--- src/rtl/efuse_array_ctrl.sv ---
// eFuse array controller: sequences per-bit program/read strobes across N_WORDS macros,
// keeps a shadow image of every word and can autoload that image after reset.
module efuse_array_ctrl #(
    parameter int DATA_W   = 32,
    parameter int N_WORDS  = 2,
    parameter int T_PGM    = 8,
    parameter int T_RD     = 4,
    parameter int AUTOLOAD = 1,
    localparam int ADDR_W  = (N_WORDS > 1) ? $clog2(N_WORDS) : 1
) (
    input  logic                        clk,
    input  logic                        rst_n,
    input  logic                        wr,
    input  logic                        rd,
    input  logic [ADDR_W-1:0]           addr,
    input  logic [DATA_W-1:0]           data_in,
    output logic                        ack,
    output logic                        busy,
    output logic                        wr_done,
    output logic                        rd_done,
    output logic                        err,
    output logic [DATA_W-1:0]           data_out,
    output logic [N_WORDS*DATA_W-1:0]   shadow,
    output logic                        boot_done,
    output logic                        pgenb,
    output logic                        strobe,
    output logic                        nr,
    output logic [DATA_W-1:0]           we,
    output logic [N_WORDS-1:0]          sel,
    input  logic                        q
);

    localparam int BIT_W = (DATA_W > 1) ? $clog2(DATA_W) : 1;
    localparam int T_MAX = (T_PGM > T_RD) ? T_PGM : T_RD;
    localparam int CNT_W = $clog2(T_MAX + 1);

    typedef enum logic [2:0] {IDLE, SETUP, STROBE, HOLD, SCAN, DONE} state_t;

    typedef struct packed {
        logic               pgenb;
        logic               strobe;
        logic               nr;
        logic [DATA_W-1:0]  we;
        logic [N_WORDS-1:0] sel;
    } pins_t;

    localparam pins_t IDLE_PINS = '{pgenb: 1'b1, strobe: 1'b0, nr: 1'b0, we: '0, sel: '0};

    // Macro pin values for the state being entered; pgm selects program vs read polarity.
    function automatic pins_t pins_for(input state_t s, input logic pgm_mode,
                                       input logic [ADDR_W-1:0] a, input logic [BIT_W-1:0] b);
        pins_t p;
        p = IDLE_PINS;
        if (s == SETUP || s == STROBE || s == HOLD) begin
            p.pgenb  = ~pgm_mode;
            p.nr     = ~pgm_mode;
            p.strobe = (s == STROBE);
            p.sel[a] = 1'b1;
            p.we[b]  = 1'b1;
        end
        return p;
    endfunction

    state_t             state;
    pins_t              pins;
    logic               pgm;
    logic               loading;
    logic [ADDR_W-1:0]  cur_addr;
    logic [BIT_W-1:0]   bit_idx;
    logic [CNT_W-1:0]   tcnt;
    logic [DATA_W-1:0]  word_buf;

    logic [BIT_W-1:0]   next_bit;
    logic               last_bit;
    logic               last_word;
    logic               strobe_last;
    logic               cmd_ok;

    assign next_bit    = bit_idx + 1'b1;
    assign last_bit    = (bit_idx == BIT_W'(DATA_W - 1));
    assign last_word   = (cur_addr == ADDR_W'(N_WORDS - 1));
    assign strobe_last = (tcnt == (pgm ? CNT_W'(T_PGM - 1) : CNT_W'(T_RD - 1)));
    assign cmd_ok      = (wr ^ rd) && (int'(addr) < N_WORDS);

    // NOTE: macro pins come straight from a flop loaded with the next state's values, so
    // they change on the same edge as the state and the async reset clears them at once.
    always_ff @(posedge clk or negedge rst_n) begin
        if (!rst_n) begin
            state     <= IDLE;
            pins      <= IDLE_PINS;
            pgm       <= 1'b0;
            loading   <= 1'b0;
            cur_addr  <= '0;
            bit_idx   <= '0;
            tcnt      <= '0;
            word_buf  <= '0;
            ack       <= 1'b0;
            busy      <= 1'b0;
            wr_done   <= 1'b0;
            rd_done   <= 1'b0;
            err       <= 1'b0;
            data_out  <= '0;
            shadow    <= '0;
            boot_done <= 1'b0;
        end else begin
            ack     <= 1'b0;
            wr_done <= 1'b0;
            rd_done <= 1'b0;
            err     <= 1'b0;
            case (state)
                IDLE: begin
                    if (!boot_done) begin
                        if (AUTOLOAD != 0) begin
                            state    <= SETUP;
                            busy     <= 1'b1;
                            pgm      <= 1'b0;
                            loading  <= 1'b1;
                            cur_addr <= '0;
                            bit_idx  <= '0;
                            pins     <= pins_for(SETUP, 1'b0, '0, '0);
                        end else begin
                            boot_done <= 1'b1;
                        end
                    end else if (cmd_ok) begin
                        ack      <= 1'b1;
                        busy     <= 1'b1;
                        pgm      <= wr;
                        cur_addr <= addr;
                        bit_idx  <= '0;
                        word_buf <= data_in;
                        if (wr && !data_in[0]) begin
                            state <= SCAN;
                            pins  <= IDLE_PINS;
                        end else begin
                            state <= SETUP;
                            pins  <= pins_for(SETUP, wr, addr, '0);
                        end
                    end else if (wr || rd) begin
                        err <= 1'b1;
                    end
                end
                SETUP: begin
                    state <= STROBE;
                    tcnt  <= '0;
                    pins  <= pins_for(STROBE, pgm, cur_addr, bit_idx);
                end
                STROBE: begin
                    if (strobe_last) begin
                        state <= HOLD;
                        pins  <= pins_for(HOLD, pgm, cur_addr, bit_idx);
                        if (!pgm) word_buf[bit_idx] <= q;
                    end else begin
                        tcnt <= tcnt + 1'b1;
                    end
                end
                HOLD, SCAN: begin
                    if (last_bit) begin
                        state <= DONE;
                        pins  <= IDLE_PINS;
                        if (pgm) begin
                            wr_done <= 1'b1;
                        end else begin
                            data_out <= word_buf;
                            shadow[cur_addr*DATA_W +: DATA_W] <= word_buf;
                            if (!loading)      rd_done   <= 1'b1;
                            else if (last_word) boot_done <= 1'b1;
                        end
                    end else begin
                        bit_idx <= next_bit;
                        // Zero bits of a program word need no pulse, only a one-cycle scan.
                        if (pgm && !word_buf[next_bit]) begin
                            state <= SCAN;
                            pins  <= IDLE_PINS;
                        end else begin
                            state <= SETUP;
                            pins  <= pins_for(SETUP, pgm, cur_addr, next_bit);
                        end
                    end
                end
                DONE: begin
                    if (loading && !last_word) begin
                        cur_addr <= cur_addr + 1'b1;
                        bit_idx  <= '0;
                        state    <= SETUP;
                        pins     <= pins_for(SETUP, 1'b0, cur_addr + 1'b1, '0);
                    end else begin
                        state   <= IDLE;
                        busy    <= 1'b0;
                        loading <= 1'b0;
                    end
                end
                default: begin
                    state <= IDLE;
                    pins  <= IDLE_PINS;
                    busy  <= 1'b0;
                end
            endcase
        end
    end

    assign pgenb  = pins.pgenb;
    assign strobe = pins.strobe;
    assign nr     = pins.nr;
    assign we     = pins.we;
    assign sel    = pins.sel;

endmodule

--- config.mk ---
export PLATFORM = sky130hd
export DESIGN_NAME = efuse_array_ctrl
export DESIGN_NICKNAME = d
export VERILOG_FILES = /design/src/rtl/efuse_array_ctrl.sv
export SDC_FILE = /design/constraint.sdc
export NUM_CORES = 1
export LEC_CHECK = 0
export CAP_MARGIN = 0
export CORE_ASPECT_RATIO = 1.2
export CORE_MARGIN = 10
export CORE_UTILIZATION = 47
export DETAILED_ROUTE_END_ITERATION = 10
export PLACE_DENSITY = 0.77
export SYNTH_ARGS = -nofsm -noshare
export SYNTH_HDL_FRONTEND = slang
export SYNTH_SLANG_ARGS = --single-unit
export TNS_END_PERCENT = 30
--- constraint.sdc ---
create_clock -name clk -period 2.7 [get_ports clk]
set_input_delay 0.81 -clock clk [delete_from_list [all_inputs] [get_ports clk]]
set_output_delay 0.81 -clock clk [all_outputs]
set_load 0.005 [all_outputs]
# Word level (Yosys, flattened, before mapping)
# Index checks and enable logic that the tools add are counted.
op_classes:
  eq_ne: 22
  order_cmp: 10
  bitwise: 4
  n_div: 0
  addsub: 4
  shift: 2
  reduce_logical: 31
  n_mul: 0
  muxes: 75
op_table:
  columns: ["op", "count"]
  rows:
  - ["two-way mux 37 bit", 7]
  - ["case mux 37 bit (5 select lines)", 1]
  - ["two-way mux 32 bit", 4]
  - ["bitwise mux 64 bit", 1]
  - ["case mux 32 bit (2 select lines)", 1]
  - ["variable shift 32 x 34 -> 64 bit (first input constant)", 1]
  - ["indexed part select 32 x 34 -> 64 bit", 1]
  - ["two-way mux 1 bit", 35]
  - ["negator 6 -> 34 bit", 1]
  - ["bitwise mux 32 bit", 1]
  - ["!= test 2 bit (second input constant)", 13]
  - ["two-way mux 3 bit", 7]
  - ["two-way mux 5 bit", 4]
  - ["case mux 3 bit (5 select lines)", 1]
  - ["case mux 5 bit (3 select lines)", 1]
  - ["AND reduction 3 bit", 5]
  - ["< comparator 5 x 6 -> 1 bit (second input constant)", 2]
  - ["demux 1 bit (select 5 bit)", 2]
  - ["greater-or-equal comparator 5 x 1 -> 1 bit (second input constant)", 2]
  - ["AND reduction 5 bit", 2]
  - ["logical AND 1 bit", 8]
  - ["case mux 4 bit (2 select lines)", 1]
  - ["nonzero test 2 bit", 4]
  - ["== test 3 x 2 -> 1 bit (second input constant)", 2]
  - ["other kinds (26)", 41]
word_totals:
  mem_count: 0
  out_inout_bits: 139
  input_bits: 38
  latch_bits: 0
  mem_bits_rw: 0
  mem_bits_ro: 0
  wordCells: 168
  ff_bits: 186

# Logic depth before layout (Yosys ltp)
logic_depth:
  depth_word: 8
  ltp_mapped: 11
  depth_no_buf: 8

# Worst setup path before layout
# No wires, ideal clock.
synth_path:
  kind: "register to register"
  start: "register bit_idx[0]"
  end: "register pins, in the netlist we[24]"
  setup_ns: 0.130
  n_path_buf: 4
  setup_slack_ns: -0.224
  t_required_ns: 2.570
  t_arrival_ns: 2.794
  synth_period_minus_slack_ns: 2.924
  stages_incl_launch_ff: 12
  cell_sequence: "dfrtp_1 buf_4 buf_2 inv_1 ha_1 clkbuf_1 a2111oi_0 a31oi_1 and3_1 nor4b_4 buf_6 o211ai_1"
synth_between:
  elab_chain_cells: 8
  word_cells_on_any_way: 20
  classes_between: "1 x add/sub; 4 x order compare; 1 x eq/ne; 10 x mux; 4 x reduce/logical"
synth_rtl:
  columns: ["element", "line", "rtl"]
  rows:
  - ["from (decl)", "69", "logic [BIT_W-1:0] bit_idx;"]
  - ["from (signal assigned)", "169", "bit_idx <= next_bit;"]
  - ["adder 5 x 1 -> 5 bit", "79", "assign next_bit = bit_idx + 1'b1;"]
  - ["< comparator 5 x 6 -> 1 bit (not written as such) (tied with other cells)", "59", "p.we[b] = 1'b1;"]
  - ["logical AND 1 bit (not written as such) / two-way mux 1 bit (equally long branches)", "59, 171", null]
  - ["two-way mux 1 bit (not written as such) / zero test 1 bit (equally long branches)", "59, 171", null]
  - ["demux 1 bit (select 5 bit) / logical AND 1 bit (equally long branches)", "59, 171", null]
  - ["two-way mux 37 bit", "171", "if (pgm && !word_buf[next_bit]) begin"]
  - ["two-way mux 37 bit", "157", "if (last_bit) begin"]
  - ["case mux 37 bit (5 select lines) (*)", "110", "case (state)"]
  - ["to (signal assigned)", "120", "pins <= pins_for(SETUP, 1'b0, '0, '0);"]
  - ["to (signal assigned)", "176", "pins <= pins_for(SETUP, pgm, cur_addr, next_bit);"]
  - ["to (signal assigned)", "185", "pins <= pins_for(SETUP, 1'b0, cur_addr + 1'b1, '0);"]
  - ["to (decl)", "65", "pins_t pins;"]
# Mark *: on every way between the ends. The rest lies on a longest branch, timed or not. The select of a mux whose other input is x is not followed.
# A chain may end at the register's enable or synchronous reset.

# Final worst setup path
layout_path:
  start: "register bit_idx[0]"
  end: "register pins, in the netlist we[28]"
# Same word-level chain as after synthesis.

==> results.txt <==
First-pass DRT Iterations = 6
Cells after Synth = 830
Critical Path AT = 2.86 ns
H-tree Lvls = 4
Multi-input logic area = 0.00396 sq mm
Internal Pwr Total = 0.00441 W
Design Power = 0.00562 W
DP Wirelength = 19,700 microns
Global-route wire length before repair = 43,400 microns
Post-synth EDFFs = 0
Startpoint Class = register
Rows = 54
Worst Path Buf+Inv = 4
Synth Cell Area = 0.00886 sq mm
Worst Path Max Fanout = 15
Distinct cells, synth = 62
Post-Layout Cell Count = 1,284
TritonCTS clock tree = done
Worst path top cell family by delay = buffers and inverters
Share of cells above drive strength 1 = 20.3%
Fmax achieved = 391 MHz
Vias per cell = 5.82
Total GRT Usage = 21.9%
Ant diodes = 0
Die W = 145 microns
Max-slew headroom at the worst pin = 61.3%
CTS max path bufs = 2
Register area = 0.00466 sq mm
Clock transition at path regs = 0.07 ns
Core footprint = 0.0184 sq mm
CP max-delay cell = dfrtp_2
CP most frequent cell = buf_4
Sw Share = 21.6%
CP peak stage delay = 0.38 ns
CP Cell Sequence = buf_4, inv_2, ha_4, mux4_1, mux2_2, nand3_1, o41ai_4, nor4b_4, buf_4, buf_6, o21ai_0
WL per Instance = 21.4 microns
Area Growth Syn to Fin = 34.2%
Via Count = 7,470
Setup crit end kind = register
Worst Clk Skew = 0.00688 ns
FFs w/ async S/R, synth = 100%
VDD IR-drop max = 0.401 mV
Post-CTS Hold Buffers = 0
Lkg Pwr = 5.46 nW
Clock latency on the worst-skew pair = 0.44 ns
Final min period = 2.55 ns
Routed Antenna Nets = 0
Syn. warnings = 0
Largest net degree at the start of global routing = 64
Die area = 0.0248 sq mm
Starting Density = 48.2%
Critical Path RT = 3.01 ns
Port bufs = 176
Clk root buf = clkbuf_16
Net Sw Power = 0.00122 W
Final Hold Fails = 0
PwrDens = 473 mW/mm^2
# DRC = 0
Combinational share of power = 2.6%
Post-layout utilization of the core = 64.7%
Reg power frac = 49.8%
Period Utilization, post-route = 94.6%
Initial antenna violation count = 0
Slew Viols, Final = 0
Ports = 177
Syn nets = 877
Vias in the first global route = 7,506
Filler cell count = 1,477
Clock buffer count from CTS = 17
Iter 0 DRT Violations = 858
Chip height = 170 microns
Unrepaired setup endpoints after global routing = no
Gpl congestion = 0.907
Max_cap viols = 0
Status = completed
Top_reg_cell synth = dfrtp_1
Placed cells = 1,250
Gr ovfl total = 0
Sequential cell area fraction in the yosys report = 52.6%
Hold Path Class = input pin to async pin
Avg Synthesized Cell Area = 10.7 sq um
CP Class = register to register
Total wire length = 27,400 microns
Hold_ws = 0.313 ns
Worst Tran Pin Value = 0.579 ns
Clk pwr share = 47.6%
Clk sinks = 186
Final setup TNS = 0 ns
Final net count = 1,066
Endpoints failing setup = 0
Seq cells post-synth = 186
[power groups by stage]
stage,Clock [W],Sequential (W),Combinational [W]
finish,0.00267,0.00280,0.000149
CTS,0.00271,0.00280,0.000152
global route,0.00281,0.00280,0.000164
detailed placement,0,0.00285,0.000150
floorplan,0,0.00285,0.0000190
global placement,0,0.00285,0.000151
[registers in the layout, summed over array words and instances, names as in the netlist, 2 cells and up]
name,count
shadow,64
state,3
sel,2
tcnt,4
we,32
word_buf,32
data_out,32
bit_idx,5
[path summary, 6_finish.rpt]
kind,start,to,slack [ns],depth (start not counted)
max,bit_idx[0]$_DFFE_PN0P_,we[28]$_DFFE_PN0P_,0.15,11
min,rst_n,we[23]$_DFFE_PN0P_,0.31,1
max reg2reg,bit_idx[0]$_DFFE_PN0P_,we[28]$_DFFE_PN0P_,0.15,11
min reg2reg,strobe$_DFFE_PN0P_,strobe$_DFFE_PN0P_,0.47,2
max in group asynchronous,rst_n,we[30]$_DFFE_PN0P_,1.70,2
min in group clk,strobe$_DFFE_PN0P_,strobe$_DFFE_PN0P_,0.47,2
[stage by stage]
step | setup slack (ns) | cell area, sq um
after detailed placement | -0.0684 | 11200
after global placement | -0.0116 | 11200
after CTS | 0.0203 | 11800
final | 0.145 | 11900
after floorplan | 0.00914 | 8900
after global routing | 0.0243 | 11900
[placed cells by master, fill, tap and decap left out, types with 9 or more instances in the layout]
| cell | count |
|---|---|
| a21oi_1 | 75 |
| a22oi_1 | 19 |
| o21ai_0 | 39 |
| nand2_1 | 88 |
| clkdlybuf4s50_1 | 175 |
| nor2_1 | 37 |
| mux2_2 | 98 |
| buf_4 | 49 |
| o22ai_1 | 32 |
| nand3_1 | 33 |
| clkbuf_16 | 17 |
| a32oi_1 | 14 |
| nand2b_1 | 9 |
| dfrtp_1 | 184 |
| nor3_1 | 9 |
| nor2b_1 | 17 |
| o31ai_1 | 10 |
[cell families after synthesis]
| kind of cell | share of synthesized area [%] |
|---|---|
| AO/OA/AOI/OAI | 16.5 |
| AND/OR/NAND/NOR | 11.5 |
| flip-flops | 52.6 |
| multiplexers | 13.8 |
| buffers and inverters | 3.56 |
| adder cells (fa/ha/maj) | 1.27 |
| XOR/XNOR | 0.777 |
[Yosys cell counts, drive strengths merged (14+ instances only)]
cell | instances | area (sq um)
nand3 | 33 | 165
o21ai | 43 | 215
a22oi | 19 | 143
nand2 | 88 | 330
nor2 | 37 | 139
clkbuf | 41 | 154
dfrtp | 185 | 4630
nor2b | 17 | 106
a21oi | 76 | 380
buf | 23 | 131
a32oi | 14 | 123
mux2 | 98 | 1100
o22ai | 32 | 200
[what timing repair did]
action                     4_1_cts  5_1_grt
gates resized for setup          0       12
setup buffers                    0        1
hold endpoints to repair         0        0
setup endpoints to repair        0       32
[routing by layer]
| layer | global-route usage (%) | routed length, microns |
|---|---|---|
| met2 | 38.1 | 13900 |
| met1 | 25.9 | 10900 |
| met3 | 5.86 | 2040 |
| met4 | 6.91 | 623 |
| met5 | 0 | 0 |
[worst register-to-register path: stages, from the launching register on]
cell and delay [ns]:
dfrtp_2 0.38, buf_4 0.17, inv_2 0.07, ha_4 0.31, mux4_1 0.29, mux2_2 0.28
nand3_1 0.13, o41ai_4 0.12, nor4b_4 0.22, buf_4 0.19, buf_6 0.16, o21ai_0 0.12
[area by class of cell]
type / instances / share of cell area [%]
Inverter: 8 / 0.263
Tap cell: 252 / 2.65
Multi-Input combinational cell: 572 / 33.3
Clock buffer: 21 / 3.96
Clock inverter: 11 / 1.33
Timing Repair Buffer: 234 / 19.3
Sequential cell: 186 / 39.2
(Power assumes the default switching activity.)
==> RTL change 1 (same settings) <==
`AUTOLOAD`: 1 -> 0.
--- a/src/rtl/efuse_array_ctrl.sv
+++ b/src/rtl/efuse_array_ctrl.sv
@@ -6,5 +6,5 @@
     parameter int T_PGM    = 8,
     parameter int T_RD     = 4,
-    parameter int AUTOLOAD = 1,
+    parameter int AUTOLOAD = 0,
     localparam int ADDR_W  = (N_WORDS > 1) ? $clog2(N_WORDS) : 1
 ) (
Formal check against the unedited RTL: not equivalent (Yosys sat finds a counterexample within 4 cycles, from zero or initial values and one cycle with rst_n low).
==> RTL change 1 against the original RTL <==
Routed wire length decreased by 4.4%; sequential cell count is 1 lower; sequential share of layout area rose by 1.2 points; final area down 3.5%; area after synthesis is 3.2% lower; worst hold slack worse by 90 ps; worst setup slack lost 40 ps; global-route usage is 0.20 points lower; critical endpoint is now we[6]; highest routed layer unchanged.
Power is not compared: it rests on default switching activity, and its combinational part moved more than twofold at a synthesized area within 25%.
==> RTL change 1: results (changes against the original RTL) <==
- Worst slew margin: 22.7% (-39 points)
- Vias in the first global route: 7,117 (-5.2%)
- Cells after synthesis: 778 (-6.3%)
- Clock buffers: 19 (-9.5%)
- Area after DPL: 10,800 µm² (-3.7%)
- Synth Area in Compound Gates: 15.5% (-1.0 points)
- CP max stage delay: 430 ps (+50 ps)
- Via Count: 6,981 (-6.5%)
- Synth cell types: 54 (-13%)
- Top cell type's share of synthesized area: 53.7% (+1.5 points)
- M1 wire length: 10.4 mm (-4.5%)
- Met1 usage: 25.5% (-0.38 points)
- Post-Synth XOR/XNOR Area: 0.701% (-0.076 points)
- Wire per inst: 21.9 µm (+2.5%)
- R2r worst-path depth: 10 (-1)
- Pre-antenna DRT Iters: 5 (-1)
- Floorplan core area: 18,000 µm² (-1.8%)
- # fillers: 1,405 (-4.9%)
- Seq/Total Area, Yosys: 54.0% (+1.5 points)
- Syn Nets: 827 (-5.7%)
- Dpl cells: 1,164 (-6.9%)
- Multi-input gate share of the layout cell area: 32.6% (-0.69 points)
- Outcome: complete, no violations
- Initial antenna violation count: 1 (+1)
- Non-clk buf share: 18.8% (-0.56 points)
- Crit-path slowest cell: dfrtp_1
[RTL change 1: worst register-to-register path: cells and delay by family, from the launching register on]
family | cells | cell delay, ps
flip-flops | 1 | 430
XOR/XNOR | 1 | 200
AO/OA/AOI/OAI | 4 | 820
AND/OR/NAND/NOR | 2 | 400
adder cells (fa/ha/maj) | 1 | 250
buffers and inverters | 2 | 380
[RTL change 1: worst paths after layout]
path,to,slack (ps),startpoint
hold / removal,strobe,220,rst_n
hold reg to reg,data_out[8],500,data_out[8]
min in group clk,data_out[8],500,data_out[8]
max in group asynchronous,shadow[54],1800,rst_n
setup / recovery,we[6],110,bit_idx[1]
setup reg to reg,we[6],110,bit_idx[1]
[RTL change 1: power breakdown]
group	total (mW)	internal, mW	switching (mW)
registers	3.72	3.17	0.550
clock network	2.71	1.59	1.12
logic	3.61	1.47	2.14
total	10.0	6.22	3.81
[RTL change 1: what timing repair did]
item	in CTS	in global routing
setup endpoints to repair	0	65
hold endpoints to repair	0	0
resized for setup	0	12
==> RTL change 2 (same flow settings) <==
Made on the original files. Encoding of `state_t`: now one-hot (6 bits for 6 states).
--- a/src/rtl/efuse_array_ctrl.sv
+++ b/src/rtl/efuse_array_ctrl.sv
@@ -35,5 +35,5 @@
     localparam int CNT_W = $clog2(T_MAX + 1);
 
-    typedef enum logic [2:0] {IDLE, SETUP, STROBE, HOLD, SCAN, DONE} state_t;
+    typedef enum logic [5:0] {IDLE = 6'b000001, SETUP = 6'b000010, STROBE = 6'b000100, HOLD = 6'b001000, SCAN = 6'b010000, DONE = 6'b100000} state_t;
 
     typedef struct packed {
Check against the original RTL: same outputs for any inputs over 4 cycles, from zero or initial values and one cycle with rst_n low; so few cycles prove little.
==> RTL change 2 against the original RTL <==
Routed wire length up 0.99%; area after synthesis up 1.8%; clock skew up 2.8 ps; count of clock-buffer cells in the layout unchanged; non-clock buffer count up 5; worst setup slack worse by 66 ps; first-iteration DRC count down 26%; final area up 0.77%; global-route usage down 0.076 points; sequential cell count up 3; critical path type unchanged.
Power is not compared: it rests on default switching activity, and its combinational part moved more than twofold at a synthesized area within 25%.
==> RTL change 2: results (changes against the original RTL) <==
- Syn Nets: 911 (+3.9%)
- M3 GR Usage: 4.81% (-1.1 points)
- CP max stage delay: 480 ps (+100 ps)
- Vias per cell: 5.80 (-0.34%)
- Seq/Total Area, Yosys: 52.5% (-0.087 points)
- Initial antenna violation count: 0 (unchanged)
- Worst slew margin: 54.1% (-7.2 points)
- Share of layout cells above drive strength 1: 19.1% (-1.2 points)
- Cells after synthesis: 864 (+4.1%)
- Wire per inst: 21.0 µm (-1.9%)
- Met1 usage: 28.2% (+2.3 points)
- HP Class: primary input to async pin
- Pre-antenna DRT Iters: 5 (-1)
- Worst VDD drop: 0.452 mV
- Nets: 1,101 (+3.3%)
- Outcome: complete, no violations
- Crit-path slowest cell: mux4_2
- Max reg flops: 64 (unchanged)
- Initial DRC count: 633 (-26%)
- WL final: 27.7 mm (+0.99%)
- Global-route wire length before repair: 43.5 mm (+0.13%)
- Clk pin slew, worst setup/hold paths: 70 ps (about the same)
- Max FO, Critical Path: 18 (+3)
- Dpl cells: 1,291 (+3.3%)
- Detailed placement HPWL: 20.3 mm (+3.0%)
- Main synth FF type: dfrtp_1
- H-tree depth: 4 (unchanged)
- R2r worst-path depth: 10 (-1)
- IO buf count: 176 (unchanged)
- # fillers: 1,527 (+3.4%)
- Pin count of the biggest net entering global routing: 65 (+1.6%)
- Post-synth top cells: 187 x dfrtp_1, 180 x nand2_1, 68 x a21oi_1
- CTS Root Cell: clkbuf_16
- Pre-CTS WS: -243 ps (-175 ps)
- Placer's final routability congestion estimate: 0.906 (-0.15%)
- Setup bufs post-CTS: 0 (unchanged)
- Clock buffer depth: 2 (unchanged)
- Synth cell types: 57 (-8.1%)
- Biggest register: shadow
- Met2 Track Usage GR: 35.7% (-2.4 points)
- Area after DPL: 11,400 µm² (+1.7%)
- Post-Route Skew: 9.69 ps (+2.81 ps)
- Top Family by Delay on Critical Path: multiplexers
- Post-synth ARST share: 100% (unchanged)
- TritonCTS buffer count: 17 (unchanged)
- Leakage: ~5.3 nW
- Ys Warns: 0 (unchanged)
- Total track usage: 21.8% (-0.076 points)
- Arr. time, crit path: 2940 ps (+80 ps)
- Worst-Skew Late Latency: between 400 and 500 ps
- Vias in the first global route: 7,625 (+1.6%)
- Area contributors post-synth: dfrtp_1 52%, mux2_2 8.4%, nand2_1 7.5%
RTL change 2: area by class of cell:
type / instances / area [µm²] / area share [%]
multi-input combinational: 601 / 3980 / 33.2
inverter: 6 / 22.5 / 0.188
antenna: 1 / 2.50 / 0.0209
clock inverter: 9 / 114 / 0.950
sequential: 189 / 4730 / 39.5
timing repair buffer: 239 / 2350 / 19.6
tap: 256 / 320 / 2.67
clock buffer: 21 / 460 / 3.84
RTL change 2: cell families (layout without fill, tap and decap cells):
family / count (synthesis) / after routing / share of synthesized area, %
and+or+nand+nor: 297 / 297 / 15.3
AOI/OAI and AO/OA: 199 / 199 / 14.9
DFF: 189 / 189 / 52.5
muxes: 86 / 86 / 11.2
buffers and inverters: 74 / 275 / 3.68
xor gates and xnor gates: 10 / 10 / 1.18
adders and majority gates: 9 / 9 / 1.25
other: 0 / 1 / 0
RTL change 2: where the power goes:
group | internal [mW] | switching, mW | total [mW]
Clock | 1.41 | 1.08 | 2.49
Combinational | 0.791 | 0.921 | 1.71
Sequential | 3.11 | 0.411 | 3.52
RTL change 2: metal layers:
layer / part of all wire [%] / up-vias
li1: - / 3485
met3: 7.2 / 29
met4: 1.9 / 0
met5: 0 / -
met2: 49 / 366
met1: 42 / 3785
RTL change 2: what timing repair did:
item,CTS,global route
resized for setup,0,3
setup endpoints to repair,0,5
hold buffers,0,0
RTL change 2: worst paths after layout:
kind	startpoint	endpoint	slack [ps]
max	bit_idx[0]	state[4]	80
min	rst_n	pgm	310
max reg2reg	bit_idx[0]	state[4]	80
min reg2reg	data_out[5]	data_out[5]	470
max in group asynchronous	rst_n	data_out[7]	1720
min in group clk	data_out[5]	data_out[5]	470
